$ cat src/rtl/pim_conv_issuer_if.sv
// Bundles the window, PIM array and result signals used by pim_conv_issuer.
// The master modport is the sequencer's view. The slave modport is the view
// of the environment around it: window source, PIM array and result sink.
interface pim_conv_issuer_if #(
    parameter int P_IN   = 6,
    parameter int ADDR_W = 5,
    parameter int OUT_W  = 18
);
    // Window intake
    logic                 win_valid;
    logic                 win_ready;
    logic [25*P_IN-1:0]   win_data;

    // PIM array side
    logic [25*P_IN-1:0]   pim_in_data;
    logic [ADDR_W-1:0]    pim_add;
    logic                 pim_compute;
    logic [OUT_W-1:0]     pim_out;

    // Result stream and status
    logic                 res_valid;
    logic                 res_ready;
    logic [OUT_W-1:0]     res_data;
    logic [ADDR_W-1:0]    res_addr;
    logic                 done;
    logic                 busy;

    modport master (
        input  win_valid, win_data, pim_out, res_ready,
        output win_ready, pim_in_data, pim_add, pim_compute,
               res_valid, res_data, res_addr, done, busy
    );

    modport slave (
        output win_valid, win_data, pim_out, res_ready,
        input  win_ready, pim_in_data, pim_add, pim_compute,
               res_valid, res_data, res_addr, done, busy
    );
endinterface

$ cat src/rtl/pim_conv_issuer.sv
// pim_conv_issuer: initiator-side sequencer for the 5x5 PIM convolution array.
// It latches one 25-pixel window and then, for each of N_ADDR kernel slots,
// pulses compute, waits PIM_LAT cycles and captures the result. Each result is
// offered downstream until it is accepted. Only one slot is in flight at a time.
module pim_conv_issuer #(
    parameter int P_IN    = 6,
    parameter int N_ADDR  = 4,
    parameter int ADDR_W  = 5,
    parameter int PIM_LAT = 1,
    parameter int OUT_W   = 18
) (
    input  logic              clk,
    input  logic              rst,
    pim_conv_issuer_if.master bus
);
    localparam int WIN_W = 25 * P_IN;
    localparam int LAT_W = (PIM_LAT < 2) ? 1 : $clog2(PIM_LAT + 1);
    localparam logic [ADDR_W-1:0] LAST_ADDR = ADDR_W'(N_ADDR - 1);
    localparam logic [LAT_W-1:0]  LAT_INIT  = LAT_W'(PIM_LAT);

    typedef enum logic [1:0] {
        S_IDLE,
        S_ISSUE,
        S_WAIT,
        S_PRESENT
    } state_t;

    state_t              state_q;
    logic [WIN_W-1:0]    win_q;
    logic [ADDR_W-1:0]   addr_q;
    logic [LAT_W-1:0]    lat_q;
    logic [ADDR_W-1:0]   pim_add_q;
    logic                compute_q;
    logic                res_valid_q;
    logic [OUT_W-1:0]    res_data_q;
    logic [ADDR_W-1:0]   res_addr_q;
    logic                win_ready_q;
    logic                busy_q;

    logic                win_fire;
    logic                res_fire;
    logic                last_slot;
    logic [ADDR_W-1:0]   addr_d;
    logic [LAT_W-1:0]    lat_d;

    assign win_fire  = bus.win_valid && win_ready_q;
    assign res_fire  = res_valid_q && bus.res_ready;
    assign last_slot = (addr_q == LAST_ADDR);
    assign addr_d    = addr_q + ADDR_W'(1);
    assign lat_d     = lat_q - LAT_W'(1);

    // Sequencer FSM. Every output except done is a register. pim_add is loaded
    // on the way into ISSUE so that it is already valid in the compute cycle.
    always_ff @(posedge clk or posedge rst) begin
        if (rst) begin
            state_q     <= S_IDLE;
            win_q       <= '0;
            addr_q      <= '0;
            lat_q       <= '0;
            pim_add_q   <= '0;
            compute_q   <= 1'b0;
            res_valid_q <= 1'b0;
            res_data_q  <= '0;
            res_addr_q  <= '0;
            win_ready_q <= 1'b0;
            busy_q      <= 1'b0;
        end else begin
            case (state_q)
                S_IDLE: begin
                    if (win_fire) begin
                        win_q       <= bus.win_data;
                        addr_q      <= '0;
                        pim_add_q   <= '0;
                        compute_q   <= 1'b1;
                        win_ready_q <= 1'b0;
                        busy_q      <= 1'b1;
                        state_q     <= S_ISSUE;
                    end else begin
                        win_ready_q <= 1'b1;
                        busy_q      <= 1'b0;
                    end
                end

                S_ISSUE: begin
                    compute_q <= 1'b0;
                    lat_q     <= LAT_INIT;
                    state_q   <= S_WAIT;
                end

                S_WAIT: begin
                    if (lat_q == LAT_W'(1)) begin
                        res_data_q  <= bus.pim_out;
                        res_addr_q  <= addr_q;
                        res_valid_q <= 1'b1;
                        state_q     <= S_PRESENT;
                    end else begin
                        lat_q <= lat_d;
                    end
                end

                S_PRESENT: begin
                    if (res_fire) begin
                        res_valid_q <= 1'b0;
                        if (last_slot) begin
                            // The next window is accepted no earlier than the following cycle.
                            win_ready_q <= 1'b1;
                            busy_q      <= 1'b0;
                            state_q     <= S_IDLE;
                        end else begin
                            addr_q    <= addr_d;
                            pim_add_q <= addr_d;
                            compute_q <= 1'b1;
                            state_q   <= S_ISSUE;
                        end
                    end
                end

                default: begin
                    state_q <= S_IDLE;
                end
            endcase
        end
    end

    assign bus.win_ready   = win_ready_q;
    assign bus.pim_in_data = win_q;
    assign bus.pim_add     = pim_add_q;
    assign bus.pim_compute = compute_q;
    assign bus.res_valid   = res_valid_q;
    assign bus.res_data    = res_data_q;
    assign bus.res_addr    = res_addr_q;
    assign bus.busy        = busy_q;
    // done marks the accept of the last slot, so it is tied to the handshake itself.
    assign bus.done        = res_fire && last_slot;
endmodule

$ cat src/flat_wrapper.sv
// flat-port wrapper written by rule: the top's interface ports become plain ports
module pim_conv_issuer_flat 
#(
    parameter int P_IN    = 6,
    parameter int N_ADDR  = 4,
    parameter int ADDR_W  = 5,
    parameter int PIM_LAT = 1,
    parameter int OUT_W   = 18
)
  (clk, rst, bus_win_valid, bus_win_data, bus_pim_out, bus_res_ready, bus_win_ready, bus_pim_in_data, bus_pim_add, bus_pim_compute, bus_res_valid, bus_res_data, bus_res_addr, bus_done, bus_busy);
  pim_conv_issuer_if #(.P_IN(P_IN), .ADDR_W(ADDR_W), .OUT_W(OUT_W)) bus_i ();
  input  logic clk;
  input  logic rst;
  input wire logic [$bits(bus_i.win_valid)-1:0] bus_win_valid;
  input wire logic [$bits(bus_i.win_data)-1:0] bus_win_data;
  input wire logic [$bits(bus_i.pim_out)-1:0] bus_pim_out;
  input wire logic [$bits(bus_i.res_ready)-1:0] bus_res_ready;
  output wire logic [$bits(bus_i.win_ready)-1:0] bus_win_ready;
  output wire logic [$bits(bus_i.pim_in_data)-1:0] bus_pim_in_data;
  output wire logic [$bits(bus_i.pim_add)-1:0] bus_pim_add;
  output wire logic [$bits(bus_i.pim_compute)-1:0] bus_pim_compute;
  output wire logic [$bits(bus_i.res_valid)-1:0] bus_res_valid;
  output wire logic [$bits(bus_i.res_data)-1:0] bus_res_data;
  output wire logic [$bits(bus_i.res_addr)-1:0] bus_res_addr;
  output wire logic [$bits(bus_i.done)-1:0] bus_done;
  output wire logic [$bits(bus_i.busy)-1:0] bus_busy;
  assign bus_i.win_valid = bus_win_valid;
  assign bus_i.win_data = bus_win_data;
  assign bus_i.pim_out = bus_pim_out;
  assign bus_i.res_ready = bus_res_ready;
  assign bus_win_ready = bus_i.win_ready;
  assign bus_pim_in_data = bus_i.pim_in_data;
  assign bus_pim_add = bus_i.pim_add;
  assign bus_pim_compute = bus_i.pim_compute;
  assign bus_res_valid = bus_i.res_valid;
  assign bus_res_data = bus_i.res_data;
  assign bus_res_addr = bus_i.res_addr;
  assign bus_done = bus_i.done;
  assign bus_busy = bus_i.busy;
  pim_conv_issuer #(.P_IN(P_IN), .N_ADDR(N_ADDR), .ADDR_W(ADDR_W), .PIM_LAT(PIM_LAT), .OUT_W(OUT_W)) u_core (.clk(clk), .rst(rst), .bus(bus_i));
endmodule
$ cat config.mk
export PLATFORM = sky130hd
export DESIGN_NAME = pim_conv_issuer_flat
export DESIGN_NICKNAME = d
export VERILOG_FILES = /design/src/rtl/pim_conv_issuer_if.sv /design/src/rtl/pim_conv_issuer.sv /design/src/flat_wrapper.sv
export SDC_FILE = /design/constraint.sdc
export NUM_CORES = 1
export LEC_CHECK = 0
export ABC_AREA = 1
export BUFFER_PORTS_ARGS = -buffer_cell sky130_fd_sc_hd__clkbuf_2
export CAP_MARGIN = 30
export CORE_UTILIZATION = 38
export DETAILED_ROUTE_END_ITERATION = 7
export GPL_ROUTABILITY_DRIVEN = 0
export GPL_TIMING_DRIVEN = 0
export HOLD_SLACK_MARGIN = 0.12
export PLACE_DENSITY_LB_ADDON = 0.25
export SKIP_LAST_GASP = 1
export SYNTH_ARGS = -nofsm -noshare
export SYNTH_HDL_FRONTEND = slang
export SYNTH_SLANG_ARGS = --single-unit
$ cat constraint.sdc
create_clock -name clk -period 7.7 [get_ports clk]
set_clock_uncertainty 0.1 [all_clocks]
set_input_delay 0.77 -clock clk [delete_from_list [all_inputs] [get_ports clk]]
set_output_delay 0.77 -clock clk [all_outputs]
set_load 0.03 [all_outputs]
# Yosys cells after proc, flatten, opt, wreduce, memory -nomap -nowiden
# Cells that the tools add are included.
# totals
register_bits	185
latchBits	0
mem_bits_rw	0
romBits	0
inputBits	172
out_inout_bits	183
word_cells	62
memories	0
# op_classes
addsub	2
n_mul	0
div	0
n_lt_le_gt_ge	0
n_eq_ne	9
shift	0
n_mux	26
n_bitwise	0
n_reduce_logical	15
# ops
cell	n
5-bit 2-to-1 mux	3
1-bit 2-to-1 mux	13
5-bit one-hot mux with 2 select lines	1
3-bit AND reduction	3
2-bit by 1-bit != test with 1-bit output, second input constant	4
1-bit one-hot mux with 2 select lines	4
2-bit one-hot mux with 4 select lines	1
4-bit AND reduction	2
2-bit 2-to-1 mux	3
2-bit nonzero test	3
5-bit by 1-bit adder with 5-bit output, second input constant	1
5-bit by 2-bit equality test with 1-bit output, second input constant	1
2-bit equality test, second input constant	2
2-bit AND reduction	2
1-bit logical AND	3
1-bit one-hot mux with 3 select lines	1
3-bit nonzero test	1
2-bit by 1-bit equality test with 1-bit output, second input constant	1
2-bit logical NOT	1
2-bit != test, second input constant	1
1-bit subtractor, second input constant	1

# Longest topological paths before layout
# Gate-level depths: netlist (run 1).
# logic_depth
ltp_word	4
mapped_depth	9
mapped_depth_nobuf	8

# Least setup slack after synthesis (run 1)
# OpenSTA, ideal clock, no wires.
# synth_timing
path_kind	register -> output
startpoint	register u_core.addr_q[0]
endpoint	output bus_done
arrival_ns	1.476
required_ns	6.830
path_slack_ns	5.354
path_stages_with_launch	6
n_path_buf	0
cell_sequence	dfrtp_1 -> ha_1 -> inv_1 -> nor2_1 -> nand2_1 -> nor2_1
# synth_via
elab_chain_cells	2
# synth_lines
element	line	rtl
from (decl)	pim_conv_issuer.sv:30	logic [ADDR_W-1:0] addr_q;
from (signal assigned)	pim_conv_issuer.sv:110	addr_q <= addr_d;
5-bit by 2-bit equality test with 1-bit output	pim_conv_issuer.sv:48	assign last_slot = (addr_q == LAST_ADDR);
1-bit logical AND	pim_conv_issuer.sv:134	assign bus.done = res_fire && last_slot;
to (decl)	flat_wrapper.sv:25	output wire logic [$bits(bus_i.done)-1:0] bus_done;
# Every way passes these cells.

# Worst setup path after layout (run 1)
# Ends and elaborated chain as after synthesis.

==> results.txt, run 1 <==
- Gate Count Post-Synth: 803
- The worst setup path is captured at an output port.
- Relative to the synthesized area, the layout overhead comes to 36.26%.
- Detailed placement ended at an HPWL of 15.94 mm.
- Initial standard-cell utilization of the core: 38.93%
- Across the VDD grid, the largest voltage drop is 0.2224 mV.
- Aggregate routed wire length: 21.56 mm
- The worst setup path is launched from a flip-flop.
- Post-layout power: 5.060 mW
* Placement Cell Area: 9739 µm²
* Leakage dissipation: 6.016 nW
- The number of antenna diodes in the final layout is 0.
- DRC: 0
- Clock transition at the registers of the reported paths: 70 ps
- The number of global-route vias before repair came to 6204.
- Leading cell type in the layout, fill and taps excluded: clkbuf_2
* Number of warning messages in the yosys log: 0
- In this run the vertical extent of the chip is 143.4 µm.
- After detailed routing, the average wire length per cell comes to 14.84 µm.
* Flip-flop and latch count after synthesis: 185
- Total number of vias: 6737
* Headroom to the max-slew limit: 47.64%
- The initial antenna violation count is 0.
- Number of buffers inserted during clock tree synthesis: 17
- For this run, the slowest stage of the critical path takes 450 ps.
* Reported max-cap violation count: 0
- The floorplan step defined a core boundary enclosing 19530 µm².
* Number of pins exceeding their max-slew limit in the final report: 0
* Post-CTS setup-driven buffer insertion count: 0
* Clock tree from TritonCTS: done
- First drt pass iteration count: 5
- Post-Syn Area per Cell: 9.466 µm²
- From left edge to right edge, the die measures 143.4 µm.
- Number of fill cells in the layout: 1887
- Entering global routing, the biggest net connects 97 pins.
- Synthesized net count: 981
- Power density over cell area: 488.6 nW/µm²
* Critical-path cell with the highest stage delay: dfrtp_1
- Clock sink count: 185
- Die Outline Area: 20570 µm²
- Port buffering added 354 buffers.
- The critical path is of the reg2out type.
- Worst hold path type: in2async
* Clock latency at the later pin of the worst-skew pair: 420 ps
- First-pass GRT wire length: 32.98 mm
* Most used cells in the layout excluding fill and tap cells: clkbuf_2 (354), nand2_1 (337), dfrtp_1 (185)
- CP Data Required Time: 6830 ps
- Buffer type at the clock tree root: clkbuf_16
* Share of layout cells above drive strength 1: 37.54%
* Arrival time worst endpoint: 1740 ps
- Post-Layout Inst Area: 10360 µm²
- Ratio of final minimum period to clock period: 33.84%
* Setup violators final: 0
* CTS H-tree depth: 4
* Hold Buf Count CTS: 0
- Utilization after layout: 53.04%
- Traced cell by cell, the critical path runs through ha_1, inv_1, nor2_1, nand2_1, nor2_1, clkbuf_2.
* Crit path time final: 2606 ps
- CP most frequent cell: nor2_1
- Overall fraction of global-route tracks in use: 20.87%
* Count of nets after finishing: 1355
- Once detail routing completed, the nets flagged for antenna violations numbered 0.
- Distinct cells, synth: 26
* GRT overflow: 0
- Static timing analysis puts the maximum clock frequency at 383.8 MHz.
* Pin slew with the least headroom to its limit: 785.5 ps
- Num rows: 51
* Post-CTS Resized: 0
- Via-to-Cell Ratio: 4.637
* Setup slack, reg-to-reg: 5750 ps
- The final-report hold violation count is 0.
- The mapped netlist covers 7601 µm².
- Setup repair after global routing missed its margin: no
- Outcome: finished, final reports clean
- Sequential cell area fraction in the yosys report: 60.91%
- I/O pin count: 355
- Along the worst path, the maximum fanout reaches 6.
- Detailed router's first-iteration violation count: 261
* Maximum count of clock buffers along a single path: 2
routing by layer:
layer  GRT usage, %  part of all wire, %  vias to the layer above
met1          25.71                   42                     3162
met3          6.131                  7.0                       19
met4          6.439                  1.5                        0
li1               -                    -                     3320
met2          35.16                   49                      236
met5              0                    0                        -
worst paths after layout:
check / endpoint / startpoint / cells past startpoint
hold / removal: u_core.bus.res_addr[2]$_DFFE_PP0P_ / rst / 2
hold reg to reg: u_core.bus.pim_in_data[140]$_DFFE_PP0P_ / u_core.bus.pim_in_data[140]$_DFFE_PP0P_ / 2
max in group asynchronous: u_core.bus.pim_in_data[142]$_DFFE_PP0P_ / rst / 3
setup / recovery: bus_done / u_core.addr_q[0]$_DFFE_PP0P_ / 6
setup reg to reg: u_core.bus.pim_in_data[68]$_DFFE_PP0P_ / u_core.state_q[1]$_DFFE_PP0P_ / 6
min in group clk: u_core.bus.pim_in_data[140]$_DFFE_PP0P_ / u_core.bus.pim_in_data[140]$_DFFE_PP0P_ / 2
sequential cells by signal, indices dropped and copies added (netlist names):
name	count
u_core.addr_q	5
u_core.bus.res_valid	1
u_core.bus.pim_in_data	150
u_core.bus.res_data	18
u_core.state_q	2
u_core.bus.res_addr	5
u_core.lat_q	1
u_core.bus.win_ready	1
u_core.bus.pim_compute	1
u_core.bus.busy	1
cell families (layout without fill, tap and decap cells):
family                     count (synthesis)  after routing  share of synthesized area (%)
DFF                                      185            185                          60.91
adders and majority gates                  6              6                         0.9876
buffers and inverters                     67            452                          5.202
and+or+nand+nor                          514            514                          28.46
muxes                                     21             21                          3.605
AOI/OAI and AO/OA                         10             10                         0.8395
critical path, delay by kind of cell, from the launching register on:
kind	cells	cell delay, ps
buffers and inverters	2	270
adders and majority gates	1	260
DFF	1	450
and+or+nand+nor	3	330
Yosys cell counts:
cell type | count | share of area, %
a21oi_1 | 2 | 0.13
inv_2 | 3 | 0.15
a21oi_4 | 1 | 0.21
nand2_2 | 2 | 0.16
mux2_1 | 6 | 0.89
inv_1 | 12 | 0.59
o21ai_0 | 2 | 0.13
nand3_1 | 154 | 10
nand3_2 | 2 | 0.26
mux2_4 | 10 | 2.0
buf_6 | 11 | 1.6
mux2_2 | 5 | 0.74
nor2_2 | 2 | 0.16
ha_1 | 6 | 0.99
buf_2 | 10 | 0.66
nor3_1 | 1 | 0.066
a31oi_1 | 2 | 0.16
or2_2 | 1 | 0.082
nand2_4 | 1 | 0.15
nor2_1 | 11 | 0.54
nand2_1 | 337 | 17
dfrtp_1 | 185 | 61
buf_4 | 13 | 1.3
clkbuf_1 | 18 | 0.89
o21ai_1 | 3 | 0.20
nand4_1 | 3 | 0.25
per-stage QoR:
| stage | hold WS [ps] | setup slack [ps] | instances | setup TNS [ps] |
|---|---|---|---|---|
| floorplan | 407.1 | 1801 | 803 | 0 |
| global placement | 353.6 | -452.8 | 1422 | -81070 |
| detailed placement | 357.1 | 5495 | 1423 | 0 |
| CTS | 358.5 | 5079 | 1453 | 0 |
| global route | 379.9 | 4956 | 1453 | 0 |
| finish | 329.1 | 5094 | 1453 | 0 |
final cells by class:
cell class              count  area, µm²  area share [%]
multi-input cells         551       2576           24.87
inverters                  15      63.81          0.6161
flip-flops and latches    185       4629           44.70
repair buffers            355       1799           17.37
well taps                 265      331.6           3.201
plain buffers              52      339.1           3.274
clock inverters            12      188.9           1.824
clock buffers              18      429.2           4.144
report_power, final:
part           switching, mW  internal [mW]  leakage, nW
clock network          0.385          0.548        0.304
logic                   1.76          0.717         3.41
registers              0.245           1.41         2.31
Note: power is estimated with default switching activity, not from simulation.
==> run 2: changes to the inputs <==
--- a/config.mk
+++ b/config.mk
@@ -5,7 +5,7 @@
 export SDC_FILE = /design/constraint.sdc
 export NUM_CORES = 1
 export LEC_CHECK = 0
-export ABC_AREA = 1
+export ABC_AREA = 0
 export BUFFER_PORTS_ARGS = -buffer_cell sky130_fd_sc_hd__clkbuf_2
 export CAP_MARGIN = 30
 export CORE_UTILIZATION = 38
==> constraint.sdc (replaced) <==
create_clock -name clk -period 2.42 [get_ports clk]
set_clock_uncertainty 0.1 [all_clocks]
set_input_delay 0.242 -clock clk [delete_from_list [all_inputs] [get_ports clk]]
set_output_delay 0.242 -clock clk [all_outputs]
set_load 0.03 [all_outputs]
==> results.txt, run 2 <==
- By area, the combinational part of the netlist is dominated by simple AND/OR/NAND/NOR gates.
- The tightest min-delay check is of the in2reg type.
- Proportion of synthesized flip-flops having asynchronous set or reset: 100.0%
- Num rows: 49
* Most instantiated library cell after synthesis: nand2_1
- The floorplan step defined a core boundary enclosing 18210 µm².
- Global routing used 27.87% of the available met1 tracks.
- For this run, global-route usage on met2 was measured as 44.19%.
- Dpl cells: 1351
* Via-to-Cell Ratio: 4.606
- Largest register FFs: 150
- Overall fraction of global-route tracks in use: 24.63%
- Floorplan die height: 139.4 µm
- At the end of the flow, the number of nets in the layout was 1489.
- The tightest hold path in the finished design has a slack of 350.7 ps.
- The count of nets left with antenna violations once routing finished came out at 0.
- The synthesized netlist devotes 0% of its cell area to XOR and XNOR gates.
* Area share of the leading cell type in the synthesized netlist: 64.56%
* Leakage dissipation: 6.531 nW
- After legalization and detailed placement, the total HPWL measured 15.54 mm.
- Pin slew with the least headroom to its limit: 585.9 ps
* Post-Syn Area per Cell: 9.398 µm²
- Aggregate routed wire length: 23.35 mm
- Number of warning messages in the yosys log: 0
- EDFF count, synth: 0
- Setup violators final: 0
- Fraction of the mapped netlist area in compound gates: 1.570%
- TritonCTS built the clock tree.
- Cells fill 64.01% of the core in the end.
- Summing every instance area after synthesis gives 7171 µm².
* Adder-cell share of the synthesized area: 1.047%
* Die W: 139.4 µm
- Headroom to the max-slew limit: 60.86%
- Count of input and output buffers: 354
* Crit path time final: 2317 ps
- Outcome: finished, final reports clean
- Initial standard-cell utilization of the core: 39.38%
- Upper clock frequency limit: 431.7 MHz
* Clock latency at the later pin of the worst-skew pair: 420 ps
* Ratio of final minimum period to clock period: 95.73%
- The synthesized netlist devotes 26.16% of its cell area to simple gates.
- The global routing stage identified its most utilized layer as met2.
- Maximum count of clock buffers along a single path: 2
- Clock sink count: 185
* Number of buffers inserted during clock tree synthesis: 17
* CTS H-tree depth: 4
* GRT overflow: 0
- DRC: 0
- After detailed routing, the average wire length per cell comes to 15.03 µm.
- Post-synthesis mux area share: 4.066%
- Summing the sequential cell areas from Yosys gives 64.56% of the chip area.
* Most common library cells after synthesis: nand2_1 (463), dfrtp_1 (185), mux2_2 (25)
- Cells taking the most area after synthesis: dfrtp_1 (65%), nand2_1 (24%), mux2_2 (3.9%)
* Reported max-cap violation count: 0
- Final std cells w/o fill: 1553
* Setup WS post-layout: 103.4 ps
- Buffer type at the clock tree root: clkbuf_16
- Detailed router's first-iteration violation count: 310
* Gate Count Post-Synth: 763
- Relative to the synthesized area, the layout overhead comes to 62.55%.
- Crit path launch type: flip-flop
* Total number of vias: 7153
* Clock transition at the registers of the reported paths: 70 ps
- Die Outline Area: 19420 µm²
- Most used cells in the layout excluding fill and tap cells: nand2_1 (463), clkbuf_2 (357), dfrtp_1 (185)
- Via count of the first global-routing pass: 7487
- Cell type with the largest total area after synthesis: dfrtp_1
- The number of nets in the synthesized netlist is 941.
- The pre-antenna-repair detailed-routing pass consisted of 4 iterations.
- The initial antenna violation count is 1.
- In this run the post-CTS setup repair buffer count came out at 0.
- The final-report hold violation count came to 0.
* First-pass GRT wire length: 37.48 mm
* Number of pins exceeding their max-slew limit in the final report: 0
- Summed over all failing endpoints, the final setup total negative slack is 0 ps.
* Flip-flop cell with the highest count after synthesis: dfrtp_1
- Max VDD drop: 0.7128 mV
- For the worst setup path, the data required time is 2080 ps.
- In the global route stage, met3 resource usage came out at 6.056%.
* Capturing element type of the critical path: output port
- Worst slack, placed: -277.0 ps
* I/O pin count: 355
- Setup repair after global routing missed its margin: no
- Share of layout cells above drive strength 1: 33.48%
- Leading cell type in the layout, fill and taps excluded: nand2_1
- Maximum fanout encountered on the critical timing path: 7
* Power density over cell area: 1302 nW/µm²
- Synthesis inferred 185 register bits.
* Arrival time worst endpoint: 1970 ps
* Class of the most critical setup path: reg2out
- Maximum number of pins on one net before global-route repair: 42
* Distinct cells, synth: 31
run 2: worst max-delay path, cell delays in order (launching register included):
cell	delay, ps
dfrtp_1	450
ha_1	190
or4b_4	510
nor2_2	170
clkbuf_2	230
run 2: kinds of logic (layout without fill, tap and decap cells):
family / Yosys count / after routing
multiplexers: 26 / 26
adder cells (fa/ha/maj): 6 / 6
AND/OR/NAND/NOR: 485 / 485
other: 0 / 1
AO/OA/AOI/OAI: 18 / 18
flip-flops: 185 / 185
buffers and inverters: 43 / 603
run 2: report_power, final:
part	switching, mW	leakage, nW	total, mW	internal, mW
clock network	1.21	0.287	2.87	1.66
logic	4.92	3.92	7.03	2.12
registers	0.816	2.32	5.27	4.46
run 2: layout make-up:
cell class	instances	area, µm²
fill	1470	6553
timing repair buffer	529	3573
antenna	1	2.502
sequential	185	4629
clock buffer	19	442.9
tap	229	286.5
multi-input combinational	535	2362
buffer	37	171.4
clock inverter	12	161.4
inverter	6	26.28
run 2: per-stage QoR:
stage | power (mW) | area [µm²]
final | 15.17 | 11660
after global routing | 16.07 | 11660
after CTS | 15.22 | 11640
after detailed placement | 12.08 | 9333
after global placement | 11.92 | 9233
after floorplan | 9.789 | 7174
run 2: metal layers:
metal | share of wire [%] | vias to the layer above
met5 | 0 | -
met4 | 3.2 | 0
met3 | 6.5 | 56
met2 | 51 | 296
met1 | 39 | 3349
li1 | - | 3452
run 2: worst paths after layout:
path,startpoint,endpoint,slack (ps),cells after the start
setup / recovery,u_core.addr_q[0]$_DFFE_PP0P_,bus_done,100,4
hold / removal,bus_win_valid,u_core.bus.pim_compute$_DFFE_PP0P_,350,4
setup reg to reg,u_core.state_q[0]$_DFFE_PP0P_,u_core.bus.pim_in_data[40]$_DFFE_PP0P_,190,8
hold reg to reg,u_core.bus.pim_in_data[124]$_DFFE_PP0P_,u_core.bus.pim_in_data[124]$_DFFE_PP0P_,370,2
max in group asynchronous,rst,u_core.bus.pim_in_data[96]$_DFFE_PP0P_,810,6
min in group asynchronous,rst,u_core.bus.res_addr[4]$_DFFE_PP0P_,360,3
run 2: what timing repair did:
item | CTS | global route
endpoints found under the setup margin | 92 | 20
hold buffers | 170 | 0
endpoints found under the hold margin | 196 | 0
resized for setup | 3 | 7
gates cloned | 0 | 0
==> run 3: changes to the inputs <==
--- a/config.mk
+++ b/config.mk
@@ -14,6 +14,7 @@
 export GPL_TIMING_DRIVEN = 0
 export HOLD_SLACK_MARGIN = 0.12
 export PLACE_DENSITY_LB_ADDON = 0.25
+export RECOVER_POWER = 50
 export SKIP_LAST_GASP = 1
 export SYNTH_ARGS = -nofsm -noshare
 export SYNTH_HDL_FRONTEND = slang
==> results.txt, run 3 (synthesized netlist as in run 2, its figures left out) <==
- For this run, the share of the core covered by cells in the final layout is 62.70%.
* DR WL/cell: 15.07 µm
* Number of pins exceeding their max-slew limit in the final report: 0
- Registers are responsible for 35.5% of the overall power.
- Buffers placed on the I/O ports in this run total 354.
* Area grow syn2layout: 59.22%
- At the pin with the least slew margin, the transition time is 1187 ps.
* Internal power: 7.893 mW
* Num rows: 49
* Via count of the first global-routing pass: 7487
* Switching power: 6.932 mW
- Max VDD drop: 0.6874 mV
* Clock transition at the registers of the reported paths: 70 ps
- Net switching is 46.76% of the power.
* Number of fill cells in the layout: 1574
- Derived from the worst setup path, the maximum achievable clock frequency is 430.6 MHz.
- The startpoint identified for the worst hold timing path is bus_win_valid.
- The min-delay analysis places its worst path in the category in2reg.
* CTS H-tree depth: 4
- Post-Layout Inst Area: 11420 µm²
- Reported max-cap violation count: 0
- In this run the tightest slew margin relative to its limit is 20.41%.
* Number of antenna violations at the first check in global routing: 1
- Floorplan die height: 139.4 µm
- For the worst setup path, the data required time is 2080 ps.
* Outcome: finished, final reports clean
- Ratio of final minimum period to clock period: 95.96%
* Clock sink count: 185
* Share of power burned in combinational logic: 45.2%
* Arrival time worst endpoint: 1980 ps
* Setup slack, reg-to-reg: 190 ps
- Critical-path cell with the highest stage delay: or4b_4
- The library cell used most frequently in the layout, excluding fill and tap cells, is nand2_1.
- Clock tree from TritonCTS: done
* Critical path's largest stage delay: 510 ps
- First drt pass iteration count: 6
- Share of power burned in the clock network: 19.3%
- Capturing element type of the critical path: output port
- Count of nets after finishing: 1489
- After legalization and detailed placement, the total HPWL measured 15.54 mm.
* Placement Cell Area: 9333 µm²
- In this run the remaining antenna-violating nets after routing total 0.
- Die Outline Area: 19420 µm²
- For this design the ratio of total power to cell area is 1298 nW/µm².
- The clock reaches the later pin of the worst-skew pair after 420 ps.
- Most used cells in the layout excluding fill and tap cells: nand2_1 (463), clkbuf_1 (195), dfrtp_1 (185)
* Placeable core region: 18210 µm²
* Cell count of the worst hold path: 4
* I/O pin count: 355
* Maximum fanout encountered on the critical timing path: 7
- After detailed routing, the number of remaining DRC violations is 0.
- The worst register-to-register path has a depth of 8.
- Summed over all layers, the routed wires come to 23.40 mm.
* FF-to-FF End: u_core.bus.pim_in_data[40]$_DFFE_PP0P_
* Buffer type at the clock tree root: clkbuf_16
* Worst Hold Slack: 344.7 ps
- CP cell instances: ha_1, or4b_4, nor2_2, clkbuf_2
- Global routing used 24.63% of the available tracks across all layers.
- Maximum count of clock buffers along a single path: 2
* Initial standard-cell utilization of the core: 39.38%
- Total number of vias: 7174
- Class of the most critical setup path: reg2out
- The worst path needs 2322 ps of the cycle, external delays included.
* Crit path launch type: flip-flop
- The final-report hold violation count came to 0.
* Leakage dissipation: 5.961 nW
- After global routing the overflow that remains totals 0.
- First-pass GRT wire length: 37.48 mm
- Setup violations remaining at the end of the flow were counted as 0.
* Die W: 139.4 µm
- The path with the worst hold slack has its endpoint at u_core.bus.pim_compute$_DFFE_PP0P_.
- After the first detailed-routing iteration, the DRC count stood at 291.
- Maximum number of pins on one net before global-route repair: 42
- In the final layout, the share of cells above drive strength 1 is 19.95%.
- Clock tree synthesis inserted a total of 17 buffers.
- Crit Reg-Reg Startpoint: u_core.state_q[0]$_DFFE_PP0P_
- Setup repair after global routing left no endpoint under its margin.
* Largest register FFs: 150
- After detailed routing, the number of vias per cell comes to 4.619.
run 3: changes by cell type in the layout (fill, tap and decap cells not counted):
cell	delta
clkbuf_4	+1
clkinvlp_4	-1
buf_12	-1
clkbuf_2	-179
clkinvlp_2	+1
clkbuf_1	+179
run 3: stage by stage:
step	setup WS [ps]	power [mW]	std cells	TNS, ps
finish	97.84	14.82	1553	0
global route	20.78	15.73	1553	0
CTS	56.40	15.22	1552	0
detailed placement	-277.0	12.08	1351	-14850
global placement	-1535	11.92	1346	-294880
floorplan	-300.5	9.789	763	-55600
run 3: what timing repair did:
action,CTS,global route
endpoints found under the hold margin,196,0
buffers inserted,0,0
hold buffers,170,0
cloned,0,0
gates resized for setup,3,7
setup endpoints to repair,92,20
run 3: worst max path at each step:
stage                                  startpoint  cells past startpoint                                     end
finish               u_core.addr_q[0]$_DFFE_PP0P_                      4                                bus_done
global route         u_core.addr_q[0]$_DFFE_PP0P_                      4                                bus_done
CTS                 u_core.state_q[0]$_DFFE_PP0P_                      7  u_core.bus.pim_in_data[39]$_DFFE_PP0P_
detailed placement  u_core.state_q[0]$_DFFE_PP0P_                      7  u_core.bus.pim_in_data[34]$_DFFE_PP0P_
global placement                              rst                      2  u_core.bus.pim_in_data[64]$_DFFE_PP0P_
floorplan                                     rst                      1            u_core.addr_q[0]$_DFFE_PP0P_
run 3: power by group through the flow:
stage                     combinational [mW]  clock (mW)  sequential [mW]
after floorplan                         1.93           0             7.86
after global placement                  6.68           0             5.23
after detailed placement                6.81           0             5.27
after CTS                               7.03        2.94             5.24
after global routing                    7.24        3.06             5.43
final                                   6.70        2.87             5.26
run 3: cell type report:
type                       instances  area [µm²]  share of cell area [%]
sequential                       185        4629                   40.55
timing repair buffer             529        3337                   29.23
multi-input combinational        535        2362                   20.69
clock buffer                      19       442.9                   3.879
tap                              229       286.5                   2.510
buffer                            37       171.4                   1.501
clock inverter                    12       161.4                   1.414
inverter                           6       23.77                  0.2082
antenna                            1       2.502                 0.02192
run 3: layer usage:
layer / vias up / track usage, % / share of wire [%] / wire [µm]
li1: 3455 / - / - / -
met1: 3360 / 27.87 / 39 / 9212
met2: 304 / 44.19 / 51 / 11900
met3: 55 / 6.056 / 6.7 / 1558
met4: 0 / 10.29 / 3.1 / 733
met5: - / 0 / 0 / 0
run 3: worst max-delay path: cells and delay by family (launching register included):
| kind | cells | cell delay (ps) |
|---|---|---|
| adders and majority gates | 1 | 190 |
| DFF | 1 | 450 |
| and+or+nand+nor | 2 | 680 |
| buffers and inverters | 1 | 230 |
